$ cat config.mk
export PLATFORM = sky130hd
export DESIGN_NAME = ps2_lane_decoder
export DESIGN_NICKNAME = d
export VERILOG_FILES = /design/src/rtl/ps2_lane_decoder.sv
export SDC_FILE = /design/constraint.sdc
export NUM_CORES = 1
export LEC_CHECK = 0
export ABC_CLOCK_PERIOD_IN_PS = 2200
export CAP_MARGIN = 20
export CORE_MARGIN = 4
export CORE_UTILIZATION = 35
export CTS_CLUSTER_DIAMETER = 200
export DETAILED_ROUTE_END_ITERATION = 7
export MAX_ROUTING_LAYER = met4
export PLACE_DENSITY = 0.53
export SLEW_MARGIN = 10
export SYNTH_ARGS = -nofsm -noshare
export SYNTH_HDL_FRONTEND = slang
export SYNTH_SLANG_ARGS = --single-unit
$ cat constraint.sdc
create_clock -name CLOCK_50 -period 2.2 [get_ports CLOCK_50]
set_clock_uncertainty 0.1 [all_clocks]
set_input_delay 0.44 -clock CLOCK_50 [delete_from_list [all_inputs] [get_ports CLOCK_50]]
set_output_delay 0.44 -clock CLOCK_50 [all_outputs]
set_load 0.05 [all_outputs]
$ cat src/rtl/ps2_lane_decoder.sv
// PS/2 set-2 scancode decoder: four lane key levels/press pulses plus a start pulse, with prefix timeout.
// Latency: one cycle from the received_data_en strobe to registered outputs.
// Backpressure: none; every strobed byte is consumed in the cycle it arrives.
module ps2_lane_decoder #(
   parameter logic [7:0] LANE0_CODE     = 8'h23,
   parameter logic [7:0] LANE1_CODE     = 8'h2B,
   parameter logic [7:0] LANE2_CODE     = 8'h3B,
   parameter logic [7:0] LANE3_CODE     = 8'h42,
   parameter logic [7:0] START_CODE     = 8'h29,
   parameter int         TIMEOUT_CYCLES = 100000,
   parameter int         TO_W           = 17
) (
   input  logic       CLOCK_50,
   input  logic       reset,
   input  logic [7:0] received_data,
   input  logic       received_data_en,
   output logic [3:0] lane_held,
   output logic [3:0] lane_press,
   output logic       start_press,
   output logic       prefix_timeout
);

   localparam logic [7:0]      BRK_CODE = 8'hF0;
   localparam logic [7:0]      EXT_CODE = 8'hE0;
   localparam logic [TO_W-1:0] TO_LAST  = TO_W'(TIMEOUT_CYCLES - 1);

   typedef enum logic [1:0] {
      IDLE    = 2'd0,
      BRK     = 2'd1,
      EXT     = 2'd2,
      EXT_BRK = 2'd3
   } state_t;

   state_t          state_q, state_d;
   logic [TO_W-1:0] cnt_q, cnt_d;
   logic            start_held_q, start_held_d;
   logic [3:0]      lane_held_d;
   logic [3:0]      lane_press_d;
   logic            start_press_d;
   logic            timeout_d;
   logic [3:0]      lane_hit;
   logic            start_hit;

   always_comb begin
      lane_hit[0] = (received_data == LANE0_CODE);
      lane_hit[1] = (received_data == LANE1_CODE);
      lane_hit[2] = (received_data == LANE2_CODE);
      lane_hit[3] = (received_data == LANE3_CODE);
      start_hit   = (received_data == START_CODE);
   end

   always_comb begin
      state_d       = state_q;
      cnt_d         = cnt_q;
      lane_held_d   = lane_held;
      start_held_d  = start_held_q;
      lane_press_d  = 4'b0000;
      start_press_d = 1'b0;
      timeout_d     = 1'b0;

      if (received_data_en) begin
         // Any accepted byte restarts the prefix timer, whatever state it leads to.
         cnt_d = '0;
         case (state_q)
            IDLE: begin
               if (received_data == BRK_CODE) begin
                  state_d = BRK;
               end else if (received_data == EXT_CODE) begin
                  state_d = EXT;
               end else begin
                  // Make: only the up->down edge produces a pulse, so typematic repeats are silent.
                  for (int i = 0; i < 4; i++) begin
                     if (lane_hit[i] && !lane_held[i]) begin
                        lane_held_d[i]  = 1'b1;
                        lane_press_d[i] = 1'b1;
                     end
                  end
                  if (start_hit && !start_held_q) begin
                     start_held_d  = 1'b1;
                     start_press_d = 1'b1;
                  end
               end
            end
            BRK: begin
               state_d = IDLE;
               for (int i = 0; i < 4; i++) begin
                  if (lane_hit[i]) lane_held_d[i] = 1'b0;
               end
               if (start_hit) start_held_d = 1'b0;
            end
            EXT: begin
               // Extended keys are never mapped, even when the low byte collides with a lane code.
               state_d = (received_data == BRK_CODE) ? EXT_BRK : IDLE;
            end
            default: begin
               state_d = IDLE;
            end
         endcase
      end else if (state_q != IDLE) begin
         if (cnt_q == TO_LAST) begin
            state_d   = IDLE;
            cnt_d     = '0;
            timeout_d = 1'b1;
         end else begin
            cnt_d = cnt_q + 1'b1;
         end
      end
   end

   always_ff @(posedge CLOCK_50) begin
      if (reset) begin
         state_q        <= IDLE;
         cnt_q          <= '0;
         lane_held      <= 4'b0000;
         start_held_q   <= 1'b0;
         lane_press     <= 4'b0000;
         start_press    <= 1'b0;
         prefix_timeout <= 1'b0;
      end else begin
         state_q        <= state_d;
         cnt_q          <= cnt_d;
         lane_held      <= lane_held_d;
         start_held_q   <= start_held_d;
         lane_press     <= lane_press_d;
         start_press    <= start_press_d;
         prefix_timeout <= timeout_d;
      end
   end

endmodule

Word level (Yosys, flattened, before mapping)

Index checks and enable logic that the tools add are counted.

Register bits: 30
Bits of input ports: 11
Output and inout bits: 10
Word-level logic and storage cells: 91

Add/subtract/negate cells: 1
Equality and inequality tests: 23
Multiplexer cells: 30
Bitwise gates (word level): 3
Reduce and logical (&&, ||, !) cells: 24

Operators with widths:

| cell                                                | count |
|---|---|
| equality test 8 x 6 -> 1 bit, second input constant | 4 |
| AND reduction 6 bit                                 | 5 |
| != test 2 bit, second input constant                | 12 |
| 2-to-1 mux 1 bit                                    | 18 |
| adder 17 x 1 -> 17 bit, second input constant       | 1 |
| equality test 17 bit, second input constant         | 1 |
| 2-to-1 mux 17 bit                                   | 1 |
| equality test 8 bit, second input constant          | 2 |
| 2-to-1 mux 2 bit                                    | 6 |
| equality test 8 x 7 -> 1 bit, second input constant | 1 |
| 2-to-1 mux 4 bit                                    | 2 |
| one-hot mux 4 bit (2 select lines)                  | 1 |
| nonzero test 2 bit                                  | 4 |
| logical AND 1 bit                                   | 5 |
| logical NOT 1 bit                                   | 5 |
| OR reduction 5 bit                                  | 1 |
| != test 4 bit, second input constant                | 1 |
| one-hot mux 2 bit (2 select lines)                  | 1 |
| inverter 1 bit                                      | 3 |
| AND reduction 3 bit                                 | 1 |
| OR reduction 3 bit                                  | 1 |
| equality test 2 x 1 -> 1 bit, second input constant | 1 |
| equality test 2 bit, second input constant          | 1 |
| logical NOT 2 bit                                   | 1 |
| 2 further kinds                                     | 2 |

Longest topological paths before layout

Gate-level depths: netlist of run 1.

Depth after elaboration: 6
Gate-level depth with buffers: 6
Depth with buffers taken out: 5

Worst setup path after synthesis of run 1

OpenSTA, ideal clock, no wires.

Path type: input to register
Start point: input received_data[0]
End point: register lane_held[3]
Library setup time: 114 ps
Arrival time: 1519 ps
Data required time: 1986 ps
Slack: 467 ps
Stages on the path: 4
Buffers on the path: 0
Cells stage by stage: or4b_4 -> o2111ai_4 -> mux2i_1 -> a21o_1

Cells in the longest elaborated chain, start to end: 4
Elaborated cells on any way between the ends: 9
Those cells by class: eq/ne (7); reduce/logical (2)

RTL lines:

| what                                   | line | source |
|---|---|---|
| start: declaration                     | 15   | `input logic [7:0] received_data,` |
| equality test 8 x 7 -> 1 bit           | 48   | `lane_hit[3] = (received_data == LANE3_CODE);` |
| logical AND 1 bit                      | 73   | `if (lane_hit[i] && !lane_held[i]) begin` |
| != test 2 bit (no source line)         | --   |  |
| AND reduction 6 bit (no source line) * | --   |  |
| end signal: assignment                 | 122  | `lane_held <= lane_held_d;` |
| end: declaration                       | 17   | `output logic [3:0] lane_held,` |

Every way passes the cells marked *; elsewhere a longest branch is shown, timed or not.
A chain may end at the register's enable or synchronous reset.

Worst setup path in the final report of run 1

Start point: register lane_held[2]
End point: output lane_held[2]

No word-level cell between the ends.

==> metrics.cfg, run 1 <==
[finish]
nFillCells=392
regArea_sq_um=601
final_nets=193
area_delta_synth_final_pct=29.1
layout-drive-gt1-share_pct=13.7
final_cell_area_sq_um=1790
diodes=0
multi_input_area_sq_um=756

[critical_path]
rr_worst_depth=6
crit_buf_inv=1
crit_fanout=4
crit_chain=clkdlybuf4s50_1
worst-setup-path-type=reg -> out
worstSetupStartpointType=flop
slowest_delay_ps=830
rr_startpoint=cnt_q[0]
reg2reg_slack_ps=270
worstPathRequired_ps=1660
cp.arrival_ps=1490
critPathCaptureType=output pin
r2r_end=state_q[1]
crit_family=buffers and inverters
cp_slowest_cell=clkdlybuf4s50_1

[worst_hold_path]
hold_end=lane_press[1]
min_delay_path_depth=1
hold_class=reg -> reg
hp-start=lane_held[1]

[clock_tree]
clock_sinks=30
cts_tree=built
cts_buffer_depth=2
post_cts_resize_count=0
cts_buffers=5
htreeDepth=2
ctsHoldBuffers=0
insertion_delay_ps=290
cts_root_buf=clkbuf_8
path_clk_slew_ps=70
post_cts_buffers=0

[logic_synthesis]
synth-edff-count=0
ys.flop_type=dfxtp_1
async_flop_share_pct=0
synth_seq_cells=30
netlist.area_leader.share_pct=43.2
syn_area_sq_um=1390
avgSynthCellArea_sq_um=9.26
synth_cell_type_count=43
postSynthCellCount=150
yosysTopAreaCell=dfxtp_1
yosysWarnings=0
ys_top_cells_by_area=dfxtp_1 (43%), nor2_1 (4.3%), xor2_1 (3.8%), o21ai_0 (3.2%), xnor2_1 (3.2%)
syn-num-nets=162
synth_seq_area_share_pct=43.2

[placement]
dp_slack_ps=-34.3
gp_congestion=0.817
placed_area_sq_um=1680
port_buffers=20
post-dp-hpwl_microns=2210

[pwr]
seqPwrFrac_pct=46.3
cellLeakagePower_nw=0.630
ir_drop_v=0.000401
p_sw_share_pct=22.6
p_switching_mw=0.269
pwr-share-comb_pct=7.4
p_int_mw=0.923
clockPowerShare_pct=46.3
powerDensity_nw_per_um2=665

[timing]
rsz0062_at_grt=no
max_slew_margin_pct=65.0
setup_ws_ps=169
fmax_ghz=0.492
tightest_slew_ps=523
finalCritPeriodShare_pct=92.3
setup_viol=0
min_period_ps=2030
finalHoldViolations=0
drv_slew=0

[flow_run]
drv_cap=0

[global_routing]
grt_pass1_wl_microns=4980
gr-usage-all-layers_pct=13.1
grt-ovfl-total=0
gr-usage-met1_pct=16.7
busiest_layer=met2
grt_pass1_vias=1086
use_met2_pct=18.1
grt_max_degree=18
grt.met3_usage_pct=5.11
antenna_found_initial=0

[floorplanning]
die_area_sq_um=5040
die_w_microns=71.0
initial_core_util_pct=37.1
core_sq_um=3740
fp.dieH_microns=71.0
io_pins=21
rows=22

[detailed_routing]
ant_nets=0
drtIter0Drc=40
wl_per_cell_microns=12.9
wl_microns=2970
drcViolationCount=0
num_vias=1169
vias_per_cell=5.08
detailedRoute.firstPassIterationCount=4

[run_status]
status=finished, final reports clean

[per-layer routing]
| layer | wire, microns | vias up |
|---|---|---|
| met1 | 1490 | 540 |
| li1 | - | 611 |
| met5 | 0 | - |
| met2 | 1320 | 13 |
| met4 | 60 | 0 |
| met3 | 105 | 5 |
[cell usage in the layout, fill, tap and decap left out, drive strengths merged, types with 2 or more instances in the layout]
cell           Yosys  layout
a21oi              5       5
nand3              4       4
nand3b             3       3
nor2              17      17
xnor2              5       5
nor3               5       5
o311ai             2       2
nor4               3       3
dfxtp             30      30
nand4              6       6
nor4bb             2       2
clkinv             0       2
o211ai             3       3
and4               2       2
nand2             11      11
and3               3       3
clkdlybuf4s50      0      20
or3                7       7
o2111ai            2       2
nand2b             2       2
and2               2       2
buf                3       7
clkbuf             0       5
o21ai             10      10
inv                4       4
xor2               6       6
[how the worst max path moves through the flow]
| stage | from | to | depth (start not counted) |
|---|---|---|---|
| floorplan | received_data[0] | lane_held[3] | 4 |
| global placement | received_data[0] | lane_held[3] | 5 |
| detailed placement | received_data[0] | lane_held[2] | 5 |
| CTS | lane_held[3] | lane_held[3] | 1 |
| global route | cnt_q[0] | state_q[1] | 6 |
| finish | lane_held[2] | lane_held[2] | 1 |
[synth_stat cells (2+ instances only)]
master and count:
o211ai_1 3, nand2_1 11, and4_1 2, inv_1 4, nor4_1 3, o21ai_0 9, or3_2 2, nor2_1 16
xor2_1 6, xnor2_1 5, nor4bb_1 2, dfxtp_1 30, nor3_1 4, a21oi_1 5, buf_2 2, o311ai_0 2
nand3b_1 3, and2_1 2, nand4_1 6, or3_1 5, nand3_1 4, and3_1 3
[sequential cells by signal (all words and copies together) (netlist names)]
name	count
cnt_q	17
lane_press	4
state_q	2
start_press	1
prefix_timeout	1
lane_held	4
start_held_q	1
[cell families (layout without fill, tap and decap cells)]
| logic type | Yosys count | count (layout) | synth area share [%] |
|---|---|---|---|
| AOI/OAI and AO/OA | 27 | 27 | 14.4 |
| xor gates and xnor gates | 11 | 11 | 6.94 |
| adders and majority gates | 1 | 1 | 0.901 |
| buffers and inverters | 7 | 39 | 2.34 |
| DFF | 30 | 30 | 43.2 |
| muxes | 1 | 1 | 0.721 |
| and+or+nand+nor | 73 | 73 | 31.4 |
[area by class of cell]
type | instances | area share (%)
Multi-Input combinational cell | 113 | 42.1
Clock buffer | 5 | 3.84
Inverter | 4 | 0.837
Timing Repair Buffer | 27 | 14.1
Tap cell | 48 | 3.35
Clock inverter | 3 | 2.23
Sequential cell | 30 | 33.5
[power by group through the flow]
stage          sequential (mW)  combinational [mW]  clock (mW)
2_1_floorplan            0.579              0.0257           0
3_3_place_gp             0.564              0.0870           0
3_5_place_dp             0.564              0.0890           0
4_1_cts                  0.552              0.0894       0.569
5_1_grt                  0.552              0.0952       0.590
6_report                 0.552              0.0885       0.552
[per-stage QoR]
step | std cells | hold WS (ps) | TNS (ps) | utilization, % | total power [mW]
2_1_floorplan | 150 | 301 | 0 | - | 0.605
3_3_place_gp | 222 | 324 | -3.94 | 45.0 | 0.651
3_5_place_dp | 222 | 325 | -83.1 | 45.0 | 0.653
4_1_cts | 230 | 334 | 0 | 47.9 | 1.21
5_1_grt | 230 | 351 | 0 | 47.9 | 1.24
6_report | 230 | 327 | 0 | 47.9 | 1.19
No activity file was read; power rests on OpenSTA's default activity.
==> run 2: changes to the inputs <==
--- a/config.mk
+++ b/config.mk
@@ -7,13 +7,13 @@
 export LEC_CHECK = 0
 export ABC_CLOCK_PERIOD_IN_PS = 2200
 export CAP_MARGIN = 20
+export CORE_ASPECT_RATIO = 0.5
 export CORE_MARGIN = 4
 export CORE_UTILIZATION = 35
 export CTS_CLUSTER_DIAMETER = 200
 export DETAILED_ROUTE_END_ITERATION = 7
 export MAX_ROUTING_LAYER = met4
 export PLACE_DENSITY = 0.53
-export SLEW_MARGIN = 10
 export SYNTH_ARGS = -nofsm -noshare
 export SYNTH_HDL_FRONTEND = slang
 export SYNTH_SLANG_ARGS = --single-unit
==> metrics.cfg, run 2 (synthesis results as in run 1) <==
[run_status]
status=finished, final reports clean

[detailed_routing]
wl_microns=2910  ; -2.0%
num_vias=1199  ; +2.6%
drtIter0Drc=30  ; -25%
drcViolationCount=0  ; unchanged
vias_per_cell=5.17  ; +1.7%
ant_nets=0  ; unchanged
detailedRoute.firstPassIterationCount=4  ; unchanged
wl_per_cell_microns=12.6  ; -2.9%

[placement]
post-dp-hpwl_microns=2160  ; -1.9%
port_buffers=20  ; unchanged
gp_congestion=0.742  ; -9.1%
placed_area_sq_um=1690  ; +0.22%
dp_slack_ps=-54.3  ; -20.1 ps

[pwr]
seqPwrFrac_pct=53.1  ; +6.8 points
clockPowerShare_pct=38.5  ; -7.8 points
powerDensity_nw_per_um2=590  ; -11%
pwr-share-comb_pct=8.4  ; +1.0 points
ir_drop_v=0.000301  ; -25%
cellLeakagePower_nw=0.609  ; -3.2%
report.power.total_mw=1.04  ; -13%
p_sw_share_pct=22.4  ; -0.20 points
p_int_mw=0.807  ; -13%
p_switching_mw=0.233  ; -14%

[worst_hold_path]
hold_class=reg -> reg
min_delay_path_depth=1  ; unchanged

[timing]
setup_viol=0  ; unchanged
rsz0062_at_grt=no
min_period_ps=2000  ; -27.8 ps
fmax_ghz=0.499  ; +1.4%
whs_ps=332  ; +4.27 ps
max_slew_margin_pct=66.4  ; +1.4 points
finalCritPeriodShare_pct=91.0  ; -1.3 points
drv_slew=0  ; unchanged
finalHoldViolations=0  ; unchanged
setup_ws_ps=197  ; +27.8 ps
final.setup.tns_ps=0  ; unchanged
tightest_slew_ps=502  ; -21.0 ps

[finish]
largest_register_ffs=17  ; unchanged
mostFrequentLayoutCells=dfxtp_1 (30), clkdlybuf4s50_1 (20), nor2_1 (16), nand2_1 (11), o21ai_0 (9)
final_nets=193  ; unchanged
diodes=0  ; unchanged
reg.largest.list=cnt_q: 17 flops, lane_held: 4 flops, lane_press: 4 flops
final_cell_area_sq_um=1760  ; -1.6%
final_common_cell=dfxtp_1
layout-drive-gt1-share_pct=12.2  ; -1.6 points
area_delta_synth_final_pct=27.0
regMostFlops=cnt_q

[global_routing]
antenna_found_initial=0  ; unchanged
grt_pass1_vias=1114  ; +2.6%
grt_pass1_wl_microns=5130  ; +2.9%
grt_max_degree=11  ; -7
grt-ovfl-total=0  ; unchanged
gr-usage-all-layers_pct=12.9  ; -0.29 points

[critical_path]
crit_buf_inv=1  ; unchanged
crit_chain=clkdlybuf4s50_1
cp_slowest_cell=clkdlybuf4s50_1
critPathCaptureType=output pin
cp.arrival_ps=1460  ; -30 ps
worstPathRequired_ps=1660  ; about the same
crit_fanout=4  ; unchanged
worst-setup-path-type=reg -> out
rr_worst_depth=6  ; unchanged
crit_family=buffers and inverters
worstSetupStartpointType=flop
path_depth=1  ; unchanged
slowest_delay_ps=820  ; about the same

[clock_tree]
cts_root_buf=clkbuf_8
path_clk_slew_ps=60  ; about the same
clock_sinks=30  ; unchanged
post_cts_resize_count=0  ; unchanged
cts_buffer_depth=2  ; unchanged
insertion_delay_ps=270  ; -20 ps
htreeDepth=2  ; unchanged
post_cts_buffers=0  ; unchanged
cts_buffers=5  ; unchanged
ctsHoldBuffers=0  ; unchanged
cts_tree=built

[floorplanning]
initial_core_util_pct=38.3  ; +1.2 points
die_w_microns=97.1  ; +37%
rows=15  ; -32%
io_pins=21  ; unchanged
die_area_sq_um=5100  ; +1.2%
fp.dieH_microns=52.5  ; -26%
core_sq_um=3620  ; -3.2%

[flow_run]
drv_cap=0  ; unchanged

## run 2: power by group through the flow
| stage | Combinational [mW] | Sequential [mW] | Clock, mW |
|---|---|---|---|
| 2_1_floorplan | 0.0257 | 0.579 | 0 |
| 3_3_place_gp | 0.0873 | 0.564 | 0 |
| 3_5_place_dp | 0.0878 | 0.564 | 0 |
| 4_1_cts | 0.0882 | 0.552 | 0.421 |
| 5_1_grt | 0.0941 | 0.553 | 0.438 |
| 6_report | 0.0876 | 0.552 | 0.400 |
## run 2: final timing paths
kind           startpoint      endpoint  slack (ps)
max          lane_held[3]  lane_held[3]         200
min          start_held_q   start_press         330
max reg2reg      cnt_q[0]    state_q[1]         330
min reg2reg  start_held_q   start_press         330
## run 2: area by class of cell
class | instances | area (sq um)
Fill cell | 343 | 1860
Multi-Input combinational cell | 113 | 756
Sequential cell | 30 | 601
Timing Repair Buffer | 27 | 253
Clock buffer | 7 | 76.3
Tap cell | 51 | 63.8
Inverter | 4 | 15.0
## run 2: per-layer routing
metal / vias to the layer above / track usage, % / routed length (microns)
met2: 28 / 19.5 / 1200
met3: 2 / 4.65 / 179
li1: 607 / - / -
met1: 562 / 16.1 / 1510
met5: - / - / 0
met4: 0 / 4.20 / 24
## run 2: stage by stage
step | util [%] | cells
after CTS | 48.7 | 232
after global routing | 48.7 | 232
after floorplan | - | 150
after detailed placement | 46.6 | 225
after global placement | 46.6 | 225
final | 48.7 | 232
